`src/rtl/lsu_ctrl_pkg.sv`:
```
// Shared definitions for the load/store control unit: size codes, FSM states
// and lane helpers used by the store path and the load extraction path.
package lsu_ctrl_pkg;

    localparam logic [1:0] SZ_B = 2'd0;
    localparam logic [1:0] SZ_H = 2'd1;
    localparam logic [1:0] SZ_W = 2'd2;

    typedef enum logic [1:0] {
        ST_IDLE = 2'd0,
        ST_RD   = 2'd1,
        ST_WR   = 2'd2,
        ST_DONE = 2'd3
    } state_e;

    // Size code 3 falls through to word everywhere below.
    function automatic logic [3:0] lane_mask(input logic [1:0] sz, input logic [1:0] a);
        case (sz)
            SZ_B:    return 4'b0001 << a;
            SZ_H:    return a[1] ? 4'b1100 : 4'b0011;
            default: return 4'b1111;
        endcase
    endfunction

    function automatic logic [31:0] lane_data(input logic [1:0] sz, input logic [31:0] d);
        case (sz)
            SZ_B:    return {4{d[7:0]}};
            SZ_H:    return {2{d[15:0]}};
            default: return d;
        endcase
    endfunction

    function automatic logic misaligned(input logic [1:0] sz, input logic [1:0] a);
        case (sz)
            SZ_B:    return 1'b0;
            SZ_H:    return a[0];
            default: return a != 2'b00;
        endcase
    endfunction

endpackage

```
`src/rtl/lsu_ctrl_load_extract.sv`:
```
// Combinational lane select and sign/zero extension of a 32-bit read word.
module lsu_load_extract
    import lsu_ctrl_pkg::*;
(
    input  logic [31:0] word,
    input  logic [1:0]  addr_lo,
    input  logic [1:0]  size,
    input  logic        sext,
    output logic [31:0] data
);

    logic [7:0]  b;
    logic [15:0] h;

    always_comb begin
        b = word[{addr_lo, 3'b000} +: 8];
        h = addr_lo[1] ? word[31:16] : word[15:0];
        case (size)
            SZ_B:    data = {{24{sext & b[7]}}, b};
            SZ_H:    data = {{16{sext & h[15]}}, h};
            default: data = word;
        endcase
    end

endmodule

```
`src/rtl/lsu_ctrl.sv`:
```
// Load/store control between the MEM stage and the memory data port.
// Memory-side outputs and rdata/done/err are registered; stall is combinational.
module lsu_ctrl
    import lsu_ctrl_pkg::*;
#(
    parameter int unsigned ADDR_W   = 7,
    parameter int unsigned MIN_WAIT = 2,
    parameter int unsigned TIMEOUT  = 15
) (
    input  logic              clk,
    input  logic              rst,
    input  logic              req,
    input  logic              we,
    input  logic [1:0]        size,
    input  logic              sext,
    input  logic [ADDR_W+1:0] addr,
    input  logic [31:0]       wdata,
    output logic [31:0]       rdata,
    output logic              done,
    output logic              stall,
    output logic              err,
    output logic              mem_re,
    output logic [3:0]        mem_we,
    output logic [ADDR_W-1:0] mem_addr,
    output logic [31:0]       mem_din,
    input  logic [31:0]       mem_dout,
    input  logic              mem_busy
);

    localparam int unsigned CNT_W = $clog2(TIMEOUT + 1);

    state_e            state, state_nxt;
    logic [CNT_W-1:0]  cnt;
    logic [1:0]        size_q;
    logic              sext_q;
    logic [1:0]        alo_q;
    logic [31:0]       ext_data;

    logic              done_nxt, err_nxt, re_nxt;
    logic [3:0]        we_nxt;
    logic [31:0]       rdata_nxt, din_nxt;
    logic [ADDR_W-1:0] addr_nxt;
    logic              rd_ok, rd_timeout;

    lsu_load_extract u_extract (
        .word    (mem_dout),
        .addr_lo (alo_q),
        .size    (size_q),
        .sext    (sext_q),
        .data    (ext_data)
    );

    assign stall      = (state == ST_IDLE && req) || state == ST_RD || state == ST_WR;
    assign rd_ok      = cnt >= CNT_W'(MIN_WAIT - 1) && !mem_busy;
    assign rd_timeout = cnt == CNT_W'(TIMEOUT - 1);

    // Next values for the registered outputs are decided here alongside the state.
    always_comb begin
        state_nxt = state;
        done_nxt  = 1'b0;
        err_nxt   = 1'b0;
        re_nxt    = 1'b0;
        we_nxt    = '0;
        rdata_nxt = rdata;
        din_nxt   = mem_din;
        addr_nxt  = mem_addr;
        case (state)
            ST_IDLE: begin
                if (req) begin
                    if (misaligned(size, addr[1:0])) begin
                        state_nxt = ST_DONE;
                        done_nxt  = 1'b1;
                        err_nxt   = 1'b1;
                        rdata_nxt = '0;
                    end else if (we) begin
                        state_nxt = ST_WR;
                        we_nxt    = lane_mask(size, addr[1:0]);
                        din_nxt   = lane_data(size, wdata);
                        addr_nxt  = addr[ADDR_W+1:2];
                    end else begin
                        state_nxt = ST_RD;
                        re_nxt    = 1'b1;
                        addr_nxt  = addr[ADDR_W+1:2];
                    end
                end
            end
            ST_RD: begin
                if (rd_ok) begin
                    state_nxt = ST_DONE;
                    done_nxt  = 1'b1;
                    rdata_nxt = ext_data;
                end else if (rd_timeout) begin
                    state_nxt = ST_DONE;
                    done_nxt  = 1'b1;
                    err_nxt   = 1'b1;
                    rdata_nxt = '0;
                end else begin
                    re_nxt = 1'b1;
                end
            end
            ST_WR: begin
                state_nxt = ST_DONE;
                done_nxt  = 1'b1;
                rdata_nxt = '0;
            end
            default: state_nxt = ST_IDLE;
        endcase
    end

    always_ff @(posedge clk or posedge rst) begin
        if (rst) begin
            state    <= ST_IDLE;
            cnt      <= '0;
            size_q   <= '0;
            sext_q   <= 1'b0;
            alo_q    <= '0;
            rdata    <= '0;
            done     <= 1'b0;
            err      <= 1'b0;
            mem_re   <= 1'b0;
            mem_we   <= '0;
            mem_addr <= '0;
            mem_din  <= '0;
        end else begin
            state <= state_nxt;
            cnt   <= (state == ST_RD) ? cnt + CNT_W'(1) : '0;
            if (state == ST_IDLE && req) begin
                size_q <= size;
                sext_q <= sext;
                alo_q  <= addr[1:0];
            end
            rdata    <= rdata_nxt;
            done     <= done_nxt;
            err      <= err_nxt;
            mem_re   <= re_nxt;
            mem_we   <= we_nxt;
            mem_addr <= addr_nxt;
            mem_din  <= din_nxt;
        end
    end

endmodule

```
`config.mk`:
```
export PLATFORM = sky130hd
export DESIGN_NAME = lsu_ctrl
export DESIGN_NICKNAME = d
export VERILOG_FILES = /design/src/rtl/lsu_ctrl_pkg.sv /design/src/rtl/lsu_ctrl_load_extract.sv /design/src/rtl/lsu_ctrl.sv
export SDC_FILE = /design/constraint.sdc
export NUM_CORES = 1
export LEC_CHECK = 0
export ABC_AREA = 0
export BUFFER_PORTS_ARGS = -buffer_cell sky130_fd_sc_hd__buf_2
export CAP_MARGIN = 20
export CORE_MARGIN = 4
export CORE_UTILIZATION = 54
export CTS_BUF_LIST = sky130_fd_sc_hd__clkbuf_16
export DETAILED_ROUTE_END_ITERATION = 6
export HOLD_SLACK_MARGIN = 0.1
export PLACE_DENSITY = 0.86
export RECOVER_POWER = 50
export SLEW_MARGIN = 30
export SYNTH_ARGS = -nofsm -noshare
export SYNTH_HDL_FRONTEND = slang
export SYNTH_SLANG_ARGS = --single-unit
```
`constraint.sdc`:
```
create_clock -name clk -period 6.7 [get_ports clk]
set_input_delay 0.67 -clock clk [delete_from_list [all_inputs] [get_ports clk]]
set_output_delay 0.67 -clock clk [all_outputs]
set_load 0.01 [all_outputs]
```
==> metrics.csv <==
stage,metric,value,unit
floorplanning,rows,32,
sta,min_period_over_period,39.0,%
critical_path,cp.arrival,1.94,ns
yosys,synth_nets,508,
yosys,synthCells,419,
power,power_density,409,nW/µm²
detailed_routing,drc,0,
floorplanning,die_area,9800,µm²
sta,slew-limit-headroom,40.3,%
power,p_clk_share,23.7,%
critical_path,cp-start-kind,register,
clocking,cts_root_buf,clkbuf_16,
clocking,clk_pin_slew,0.06,ns
cells_and_area,n_fill_cell,587,
clocking,cts_hold_buffers,0,
global_routing,grt_pass1_wl,19000,µm
clocking,ctsHtreeMaxLevel,3,
sta,fin_crit,2.61,ns
clocking,clk_path_buf_depth,2,
clocking,cts_setup_buffers,0,
sta,grt_setup_unrepaired,false,
sta,setup_viol,0,
yosys,syn_area,4470,µm²
floorplanning,core-area,7890,µm²
global_routing,grt_usage,23.8,%
floorplanning,die_y,99.0,µm
critical_path,critical_path_class,register to primary output,
clocking,cts_tree,done,
cells_and_area,syn2layout_area_growth,24.8,%
critical_path,slowest_stage,dfrtp_1,
placed_design,place_congestion,0.854,
sta,fmax,0.383,GHz
power,power_frac_seq,38.5,%
placed_design,portBuffers,159,
yosys,ys_warn_count,0,
cells_and_area,fin_nets,655,
sta,tightest_slew,0.891,ns
sta,slew_violations,0,
power,switching_share,37.9,%
floorplanning,die_x,99.0,µm
clocking,clk_latency,0.34,ns
sta,hold_viol_final,0,
power,peakVddDrop,0.212,mV
clocking,cts-resized-gates,0,
clocking,cts_inserted_buffers,9,
clocking,clock_sinks,89,
hold_path,worstHoldPathType,register to register,
global_routing,grt_max_degree,90,
critical_path,critPathTopFamily,simple AND/OR/NAND/NOR gates,
placed_design,hpwlAfterDp,8310,µm
status,outcome,"complete, no violations",
yosys,synth.ff_latch_count,89,
yosys,synth.distinct_cells,43,
detailed_routing,routedWlPerCell,17.2,µm
detailed_routing,postRouteAntennaNets,0,
yosys,ys_seq_area_share,49.8,%
detailed_routing,routed_wl,11600,µm
job,drv_cap,0,
critical_path,required,6.03,ns
cells_and_area,final_common_cell,buf_2,
global_routing,grt_pass1_vias,3835,
power,power,2280,µW
critical_path,critPathMaxStageDelay,0.41,ns
critical_path,crit_fanout,11,
global_routing,overflow,0,
detailed_routing,routed_via_density,5.74,
floorplanning,initial_core_util,56.7,%
cells_and_area,mostFrequentLayoutCells,"129 x buf_2, 88 x dfrtp_1, 47 x nand2_1",
global_routing,antenna_found_initial,0,
cells_and_area,layout-drive-gt1-share,31.0,%
detailed_routing,drt_iter0_drc,200,
power,netSwitchingPower,866,µW
detailed_routing,drt_first_pass_iters,6,
critical_path,timing.critical_path.cells,inv_1 -> ha_1 -> and2_0 -> or3_1 -> buf_2,
floorplanning,pin_count,160,
cells_and_area,n_antenna_cell,0,
sta,final.setup.tns,0,ns
power,p_int,1420,µW
critical_path,end_kind,primary output,
sta,fin_skew,0.00967,ns
detailed_routing,vias,3863,
power,pwr-share-comb,37.8,%
yosys,syn_avg_cell_area,10.7,µm²
power,p_leak,0.00279,µW
critical_path,critPathBufInv,2,
-- cell families after synthesis --
| group | share of synthesized area [%] |
|---|---|
| flip-flops | 49.8 |
| multiplexers | 13.3 |
| adder cells (fa/ha/maj) | 2.24 |
| XOR/XNOR | 0.588 |
| AO/OA/AOI/OAI | 17.9 |
| AND/OR/NAND/NOR | 12.7 |
| buffers and inverters | 3.44 |
-- worst register-to-register path, delay by kind of cell (launching register included) --
family,cells,cell delay (ns)
AOI/OAI and AO/OA,3,0.95
DFF,1,0.82
muxes,1,0.44
-- cells in the mapped netlist --
| cell | count | area, µm² |
|---|---|---|
| dfrtp_1 | 89 | 2230 |
| nand2_1 | 47 | 176 |
| o21ai_0 | 39 | 195 |
| a22o_1 | 32 | 280 |
| mux2i_1 | 31 | 310 |
| mux2_2 | 24 | 270 |
| a21oi_1 | 23 | 115 |
| nand2b_1 | 21 | 131 |
| nor2_1 | 14 | 52.6 |
| nor2b_1 | 14 | 87.6 |
| buf_2 | 12 | 60.1 |
| inv_1 | 10 | 37.5 |
| clkbuf_1 | 8 | 30.0 |
| ha_1 | 8 | 100 |
| a222oi_1 | 7 | 70.1 |
| buf_1 | 4 | 15.0 |
| nor3_1 | 3 | 15.0 |
| nor3b_1 | 3 | 22.5 |
| xnor2_1 | 3 | 26.3 |
| and2_1 | 2 | 12.5 |
| o211ai_1 | 2 | 15.0 |
| o2bb2ai_1 | 2 | 17.5 |
| a211o_1 | 1 | 8.76 |
| a211oi_4 | 1 | 20.0 |
| a21boi_0 | 1 | 7.51 |
| a21o_1 | 1 | 7.51 |
| a221oi_2 | 1 | 15.0 |
| a22oi_1 | 1 | 7.51 |
| and3b_1 | 1 | 8.76 |
| buf_6 | 1 | 11.3 |
| mux2_4 | 1 | 15.0 |
| nand2b_4 | 1 | 13.8 |
| nand3_1 | 1 | 5.00 |
| nand3b_1 | 1 | 7.51 |
| nand4_1 | 1 | 6.26 |
| nor2_2 | 1 | 6.26 |
| nor4b_2 | 1 | 15.0 |
| o21ai_1 | 1 | 5.00 |
| o21bai_1 | 1 | 7.51 |
| o221ai_1 | 1 | 8.76 |
| o22a_1 | 1 | 8.76 |
| o32a_1 | 1 | 10.0 |
| or3_1 | 1 | 6.26 |
-- metrics by stage --
stage                     hold WS (ns)  setup WS [ns]  utilization (%)  cell area, µm²  instances
after global routing             0.502           3.99             70.7            5580        673
after detailed placement         0.470           4.08             67.2            5300        657
after global placement           0.459           4.17             67.1            5290        657
after CTS                        0.485           4.19             71.2            5620        673
final                            0.484           4.09             70.7            5580        673
after floorplan                  0.468           3.72                -            4470        419
-- power by group through the flow --
stage	logic [µW]	clock network [µW]	registers, µW
after floorplan	555	0	895
after global placement	842	0	873
after detailed placement	877	0	882
after CTS	883	544	877
after global routing	959	571	908
final	864	541	879
-- sequential cells by signal, indices dropped and copies added, names as in the netlist, 2 cells and up --
register and flops:
cnt 4, mem_we 4, size_q 2, mem_addr 7
rdata 32, state 2, alo_q 2, mem_din 32
-- final timing paths --
check	startpoint	end	slack, ns	cells past startpoint
hold / removal	mem_din[21]	mem_din[21]	0.48	2
hold reg to reg	mem_din[21]	mem_din[21]	0.48	2
min in group asynchronous	rst	rdata[9]	0.59	3
max in group asynchronous	rst	size_q[1]	5.55	3
setup reg to reg	alo_q[1]	rdata[12]	4.38	4
setup / recovery	state[0]	stall	4.09	5
-- per-layer routing --
layer / GRT usage, % / share of wire (%) / vias to the layer above
met3: 6.51 / 10 / 13
met5: 0 / 0 / -
met2: 38.2 / 47 / 194
met1: 31.7 / 41 / 1858
met4: 7.46 / 1.3 / 0
li1: - / - / 1798
-- final cells by class --
cell class / instances / area, µm² / area share, %
clock buffer: 9 / 225 / 4.04
timing repair buffer: 161 / 777 / 13.9
sequential: 89 / 2230 / 39.9
tap: 102 / 128 / 2.29
clock inverter: 7 / 93.8 / 1.68
inverter: 10 / 38.8 / 0.695
multi-input combinational: 295 / 2090 / 37.4
(Power assumes the default switching activity.)
